$ cat src/rtl/imm_gen_pipe.sv
// imm_gen_pipe: RV32/RV64 immediate decoder with a STAGES-deep register
// pipeline between decode and execute.
//
// Ports:
//   CLK, RESET    clock (rising edge) / asynchronous active-high reset
//   IN_VALID      INSTRUCTION, SELECT, IN_PC are valid this cycle
//   INSTRUCTION   raw 32-bit instruction word
//   SELECT        immediate format: 0 U, 1 J, 2 I, 3 B, 4 S, 5 SHAMT, 6 ZIMM
//   IN_PC         PC of the instruction
//   STALL         hold every stage, inputs not consumed
//   FLUSH         clear every stage (overrides STALL)
//   OUT_VALID     OUT_IMM / OUT_TARGET valid
//   OUT_IMM       extended immediate
//   OUT_TARGET    IN_PC + immediate, wrapping modulo 2^XLEN
//
// Outputs come straight from the last stage register. There is no
// combinational path from any input to any output.

// One pipeline stage: {valid, imm, target} with hold and clear.
module imm_gen_stage #(
  parameter int XLEN = 32
) (
  input  logic            CLK,
  input  logic            RESET,
  input  logic            stall,
  input  logic            flush,
  input  logic            d_vld,
  input  logic [XLEN-1:0] d_imm,
  input  logic [XLEN-1:0] d_tgt,
  output logic            q_vld,
  output logic [XLEN-1:0] q_imm,
  output logic [XLEN-1:0] q_tgt
);
  always_ff @(posedge CLK or posedge RESET) begin
    if (RESET) begin
      q_vld <= 1'b0;
      q_imm <= '0;
      q_tgt <= '0;
    end else if (flush) begin
      q_vld <= 1'b0;
      q_imm <= '0;
      q_tgt <= '0;
    end else if (!stall) begin
      q_vld <= d_vld;
      q_imm <= d_imm;
      q_tgt <= d_tgt;
    end
  end
endmodule

module imm_gen_pipe #(
  parameter int XLEN   = 32,
  parameter int STAGES = 1,
  parameter int SEL_W  = 3
) (
  input  logic             CLK,
  input  logic             RESET,
  input  logic             IN_VALID,
  input  logic [31:0]      INSTRUCTION,
  input  logic [SEL_W-1:0] SELECT,
  input  logic [XLEN-1:0]  IN_PC,
  input  logic             STALL,
  input  logic             FLUSH,
  output logic             OUT_VALID,
  output logic [XLEN-1:0]  OUT_IMM,
  output logic [XLEN-1:0]  OUT_TARGET
);
  localparam logic [SEL_W-1:0] SEL_U     = SEL_W'(0);
  localparam logic [SEL_W-1:0] SEL_J     = SEL_W'(1);
  localparam logic [SEL_W-1:0] SEL_I     = SEL_W'(2);
  localparam logic [SEL_W-1:0] SEL_B     = SEL_W'(3);
  localparam logic [SEL_W-1:0] SEL_S     = SEL_W'(4);
  localparam logic [SEL_W-1:0] SEL_SHAMT = SEL_W'(5);
  localparam logic [SEL_W-1:0] SEL_ZIMM  = SEL_W'(6);

  // Sign-extend a 32-bit value to XLEN (XLEN >= 32 keeps the count >= 1).
  function automatic logic [XLEN-1:0] sext32(input logic [31:0] v);
    return {{(XLEN-31){v[31]}}, v[30:0]};
  endfunction

  logic            s;
  logic [5:0]      shamt;
  logic [XLEN-1:0] imm;
  logic [XLEN-1:0] tgt;

  // Opcode field never contributes to an immediate.
  logic unused_opcode;
  assign unused_opcode = ^INSTRUCTION[6:0];

  assign s     = INSTRUCTION[31];
  // RV64 shifts take a 6-bit amount; RV32 only 5.
  assign shamt = (XLEN == 64) ? INSTRUCTION[25:20] : {1'b0, INSTRUCTION[24:20]};

  // Unlisted encodings and any X/Z in SELECT fall to the default (zero).
  always_comb begin
    imm = '0;
    case (SELECT)
      SEL_U:     imm = sext32({INSTRUCTION[31:12], 12'b0});
      SEL_J:     imm = sext32({{11{s}}, INSTRUCTION[31], INSTRUCTION[19:12],
                               INSTRUCTION[20], INSTRUCTION[30:21], 1'b0});
      SEL_I:     imm = sext32({{20{s}}, INSTRUCTION[31:20]});
      SEL_B:     imm = sext32({{19{s}}, INSTRUCTION[31], INSTRUCTION[7],
                               INSTRUCTION[30:25], INSTRUCTION[11:8], 1'b0});
      SEL_S:     imm = sext32({{20{s}}, INSTRUCTION[31:25], INSTRUCTION[11:7]});
      SEL_SHAMT: imm = {{(XLEN-6){1'b0}}, shamt};
      SEL_ZIMM:  imm = {{(XLEN-5){1'b0}}, INSTRUCTION[19:15]};
      default:   imm = '0;
    endcase
  end

  // Carry-out is dropped: the target wraps modulo 2^XLEN.
  assign tgt = IN_PC + imm;

  // Element 0 is the decode result; element k is the output of stage k.
  logic [STAGES:0]           vld_pipe;
  logic [STAGES:0][XLEN-1:0] imm_pipe;
  logic [STAGES:0][XLEN-1:0] tgt_pipe;

  // Bubbles enter as all-zero so invalid outputs always read zero.
  assign vld_pipe[0] = IN_VALID;
  assign imm_pipe[0] = IN_VALID ? imm : '0;
  assign tgt_pipe[0] = IN_VALID ? tgt : '0;

  for (genvar g = 1; g <= STAGES; g++) begin : g_stage
    imm_gen_stage #(.XLEN(XLEN)) u_stage (
      .CLK   (CLK),
      .RESET (RESET),
      .stall (STALL),
      .flush (FLUSH),
      .d_vld (vld_pipe[g-1]),
      .d_imm (imm_pipe[g-1]),
      .d_tgt (tgt_pipe[g-1]),
      .q_vld (vld_pipe[g]),
      .q_imm (imm_pipe[g]),
      .q_tgt (tgt_pipe[g])
    );
  end

  assign OUT_VALID  = vld_pipe[STAGES];
  assign OUT_IMM    = imm_pipe[STAGES];
  assign OUT_TARGET = tgt_pipe[STAGES];
endmodule

$ cat config.mk
export PLATFORM = sky130hd
export DESIGN_NAME = imm_gen_pipe
export DESIGN_NICKNAME = d
export VERILOG_FILES = /design/src/rtl/imm_gen_pipe.sv
export SDC_FILE = /design/constraint.sdc
export NUM_CORES = 1
export LEC_CHECK = 0
export ABC_CLOCK_PERIOD_IN_PS = 2540
export CAP_MARGIN = 20
export CORE_UTILIZATION = 38
export DETAILED_ROUTE_END_ITERATION = 8
export PLACE_DENSITY = 0.65
export SLEW_MARGIN = 20
export SYNTH_ARGS = -nofsm -noshare
export SYNTH_HDL_FRONTEND = slang
export SYNTH_SLANG_ARGS = --single-unit
$ cat constraint.sdc
create_clock -name CLK -period 2.54 [get_ports CLK]
set_input_delay 0.381 -clock CLK [delete_from_list [all_inputs] [get_ports CLK]]
set_output_delay 0.381 -clock CLK [all_outputs]
set_load 0.03 [all_outputs]
Yosys cells after proc, flatten, opt, wreduce, memory -nomap -nowiden
Index checks and enable logic that the tools add are counted.

word-level totals
  register bits after elaboration = 65
  bits of input ports = 72
  output and inout bits = 65
  logic and storage cells = 21

cells by class
  $add $sub $neg = 1
  equal/unequal tests = 7
  multiplexer cells = 9
  reductions and logical operators = 1

operator list
  operator              number
  $pmux W32 S7          1
  $mux W32              6
  $add A32 B32 Y32      1
  $eq A3 B3 Y1 const B  3
  $eq A3 B2 Y1 const B  2
  $eq A3 B1 Y1 const B  1
  $logic_not A3 Y1      1
  $mux W1               2
  $ne A2 B1 Y1 const B  1

Depth between registers and ports, before layout
  depth in word-level cells = 6
  depth in mapped cells = 19
  depth with buffers taken out = 16

Cells and area by module
A second synthesis with hierarchy kept.

unflattened totals
  cell total of the unflattened synthesis = 660
  area, all modules = 5700.5 µm²

by module, submodules not included
  module         instances  cells each  area each (µm²)  sequential area each (µm²)
  imm_gen_pipe   1          450         3029.2           0.0
  imm_gen_stage  1          210         2671.3           1626.6

Least setup slack after synthesis
OpenSTA, ideal clock, no wires.

  path kind = in2reg
  from = in SELECT[2]
  to = reg g_stage[1].u_stage.q_tgt[21]
  setup time = 0.122 ns
  data arrival time = 3.746 ns
  required time = 2.418 ns
  path slack = -1.328 ns
  stages = 16
  buffers on the path = 3
  cell sequence = buf_6 -> buf_4 -> buf_2 -> mux2_2 -> a221oi_1 -> a21oi_1 -> ha_1 -> a21oi_1 -> a21oi_1 -> o32ai_1 -> o21bai_1 -> a31oi_2 -> a21oi_2 -> o21a_1 -> or3_1 -> a32o_1

on the way
  word-level cells in the longest chain between the ends = 6
  elaborated cells between the ends (all ways) = 12
  classes of those cells = add/sub (1); eq/ne (6); mux (4); reduce/logical (1)

ends and longest elaborated chain
  item                                        line  text
  start, declared                             60    input logic [SEL_W-1:0] SELECT,
  $eq A3 B3 Y1, or another cell as far along  97    case (SELECT)
  $pmux W32 S7 *                              97
  $add A32 B32 Y32 *                          112   assign tgt = IN_PC + imm;
  $mux W32 *                                  122   assign tgt_pipe[0] = IN_VALID ? tgt : '0;
  $mux W32 *                                  43    end else if (!stall) begin
  $mux W32 *                                  39    end else if (flush) begin
  end signal, assigned                        46    q_tgt <= d_tgt;
  end, declared                               32    output logic [XLEN-1:0] q_tgt

Mark *: on every way between the ends. The rest lies on a longest branch, timed or not. The select of a mux whose other input is x is not followed.
A chain may end at the register's enable or synchronous reset.

Final worst setup path
  from = in SELECT[2]
  to = reg g_stage[1].u_stage.q_tgt[22]

Same word-level chain as after synthesis.

==> results.md <==
- Clock share of power: 0.292
- Req. time, crit path: 2.77 ns
- Nets@finish: 989
- Sequential fraction of the synthesis area: 0.3139
- Post-place setup slack: -1.845 ns
- Register Area: 1627 um^2
- RSZ-0062 raised after global routing: true
- Routed vias/inst: 5.513
- Gr usage total: 0.2739
- Clk slew on worst S/H paths: 0.06 ns
- Initial antenna violation count: 0
- Layout area overhead: 71.41%
- Worst skew pair latency: 0.34 ns
- Slew Limit Headroom: 0.6235
- Crit-path max FO: 6
- Critical path arrival: 3.60 ns
- Antenna viol nets, final: 0
- Core Box Area: 13300 um^2
- Worst hold path class: in2async
- Max Cap Viol: 0
- Commonest non-fill, non-tap cell in the layout: buf_4
- Diodes inserted: 0
- Crit share post-route: 1.330
- Iter 0 DRT Violations: 459
- Critical path class: in2reg
- # setup viols final: 25
- Multi-input logic area: 3805 um^2
- Status: complete, but fails checks
- Layout cells sized above 1: 0.3492
- # rows: 42
- First-pass GRT wire length: 30.53 mm
- DR vias: 5960
- WL/cell: 17.64 um
- FMAX: 296.1 MHz
- CTS Buf Count: 9
- Pwr per Cell Area: 456.2 nW/um^2
- Global route overflow: 0
- Switching fraction of total power: 0.3440
- H-tree levels: 3
- Max VDD drop: 0.3043 mV
- Final Hold Fails: 0
- Vias in the first global route: 6015
- Number of synthesized flops with an enable pin: 0
- Clock Path Buffers: 2
- CTS Root Cell: clkbuf_16
- Filler cell count: 1088
- Number of library cell types mapped by synthesis: 73
- I/O pin total: 137
- Yosys warns: 0
- Proportion of power drawn by combinational gates: 0.430
- Setup slack after layout: -0.8371 ns
- Transition time of the tightest slew-check pin: 0.5596 ns
- Largest net degree at the start of global routing: 66
- Initial Util: 0.3897
- Failing checks: negative setup slack
- #FFs+latches synth: 65
- Post-synth ARST share: 1.000
- Final min period: 3.377 ns
- CP Capture Type: register
- PortBufs: 129
- Post-Syn Nets: 688
- Leak: 3.971 nW
- Clk_skew: 0 ns
- Sw power: 1.394 mW
- Int Pwr: 2.658 mW
- Die Y: 118.8 um
- Most frequent cells in the layout: buf_4 (186), clkdlybuf4s50_1 (114), dfrtp_1 (65)
- Post-Syn Instances: 599
- Total die area: 14110 um^2
- Die W: 118.8 um
- Mapped Area: 5181 um^2
- Drt drc: 0
- Reg power frac: 0.277
- Startpoint types: primary input
- Pins over their slew limit: 0
- Total clock sinks: 65
- CTS tree: built
- Post-DP HPWL: 14.11 mm
- RD Place Congestion: 0.9046
- Tot Pwr: 4.052 mW
- Post-Route WL: 19.07 mm
- Drt pass-1 iters: 5
- Syn Area/Cell: 8.650 um^2
- Primary FF master, synth: dfrtp_1
[stage by stage]
stage	hold slack, ns	cell area, um^2	setup TNS, ns	util	instances
final	0.4339	8881	-14.04	0.6680	1081
after global routing	0.4846	8881	-17.09	0.6680	1081
after CTS	0.4449	8751	-12.76	0.6582	1078
after detailed placement	0.4728	8046	-41.22	0.6052	1051
after global placement	0.4619	8046	-37.81	0.6052	1051
after floorplan	0.5137	5268	-19.00	-	599
[flip-flops by register name (all words and copies together), names as in the netlist]
signal and cells:
g_stage.u_stage.q_tgt 32, g_stage.u_stage.q_imm 32, g_stage.u_stage.q_vld 1
[worst paths after layout]
check	from	to	slack [ns]	depth (start not counted)
setup / recovery	SELECT[2]	g_stage[1].u_stage.q_tgt[22]	-0.84	18
hold / removal	RESET	g_stage[1].u_stage.q_vld	0.43	3
setup reg to reg	g_stage[1].u_stage.q_tgt[22]	g_stage[1].u_stage.q_tgt[22]	1.68	4
hold reg to reg	g_stage[1].u_stage.q_tgt[3]	g_stage[1].u_stage.q_tgt[3]	0.48	2
max in group asynchronous	RESET	g_stage[1].u_stage.q_imm[18]	1.83	3
min in group CLK	g_stage[1].u_stage.q_tgt[3]	g_stage[1].u_stage.q_tgt[3]	0.48	2
[per-layer routing]
layer  vias up  GRT usage  share of wire
li1       2859          -              -
met1      2874     0.3647           0.45
met2       199     0.4510           0.48
met3        28    0.05261          0.054
met4         0    0.07595          0.022
met5         -          0              0
[synth_stat cells, drive strengths merged (5+ instances only)]
cell / number / area (um^2)
a21o: 17 / 127.6
a21oi: 32 / 167.7
a22o: 29 / 254.0
a22oi: 8 / 60.06
a31o: 5 / 43.79
a31oi: 9 / 62.56
and2: 8 / 50.05
and3: 10 / 62.56
buf: 15 / 108.9
clkbuf: 26 / 98.84
dfrtp: 65 / 1627
ha: 16 / 200.2
inv: 10 / 37.54
maj3: 10 / 101.4
mux2: 5 / 56.30
mux2i: 7 / 70.07
nand2: 66 / 247.7
nand2b: 6 / 37.54
nand3: 18 / 90.09
nand4: 5 / 31.28
nor2: 25 / 98.84
nor3: 11 / 65.06
nor3b: 8 / 60.06
nor4: 8 / 68.82
nor4b: 6 / 65.06
o211ai: 7 / 52.55
o21a: 9 / 67.56
o21ai: 49 / 245.2
or2: 6 / 37.54
or3: 5 / 31.28
xnor2: 23 / 201.4
xor2: 13 / 113.9
[power by group through the flow]
stage               sequential (mW)  clock, mW  combinational, mW
floorplan                      1.25          0              0.675
global placement               1.14          0               1.51
detailed placement             1.14          0               1.53
CTS                            1.12       1.21               1.67
global route                   1.13       1.25               1.86
finish                         1.12       1.19               1.74
[worst max-delay path, stage by stage]
cell and delay, ns:
buf_6 0.09, buf_6 0.12, mux2i_1 0.12, nor2_1 0.12, a21oi_2 0.05, o21ai_2 0.21
ha_2 0.24, inv_2 0.04, fa_2 0.33, nand3b_1 0.19, nand2_2 0.12, a311oi_4 0.12
nor4b_4 0.33, o211ai_1 0.19, o31a_2 0.48, o21bai_4 0.20, mux2i_1 0.20, nand2_1 0.06
[repair_timing]
action                                  CTS  global route
hold buffers                              0             0
pin swaps                                50            18
setup buffers                            16             3
gates resized for setup                  99            15
endpoints found under the setup margin   28            25
[cells by family (layout without fill, tap and decap cells)]
group / count (synthesis) / count (layout) / share of synthesized area
AOI/OAI and AO/OA: 209 / 209 / 0.2809
and+or+nand+nor: 198 / 198 / 0.2099
DFF: 65 / 65 / 0.3139
buffers and inverters: 52 / 358 / 0.04805
xor gates and xnor gates: 36 / 36 / 0.06085
adders and majority gates: 27 / 27 / 0.06206
muxes: 12 / 12 / 0.02439
[cell type report]
type,count,area share
timing repair buffer,331,0.3271
inverter,11,0.004790
multi-input combinational,482,0.4284
tap,176,0.02480
sequential,65,0.1832
clock inverter,6,0.004790
clock buffer,10,0.02691
Power figures use the tool's default switching activity.
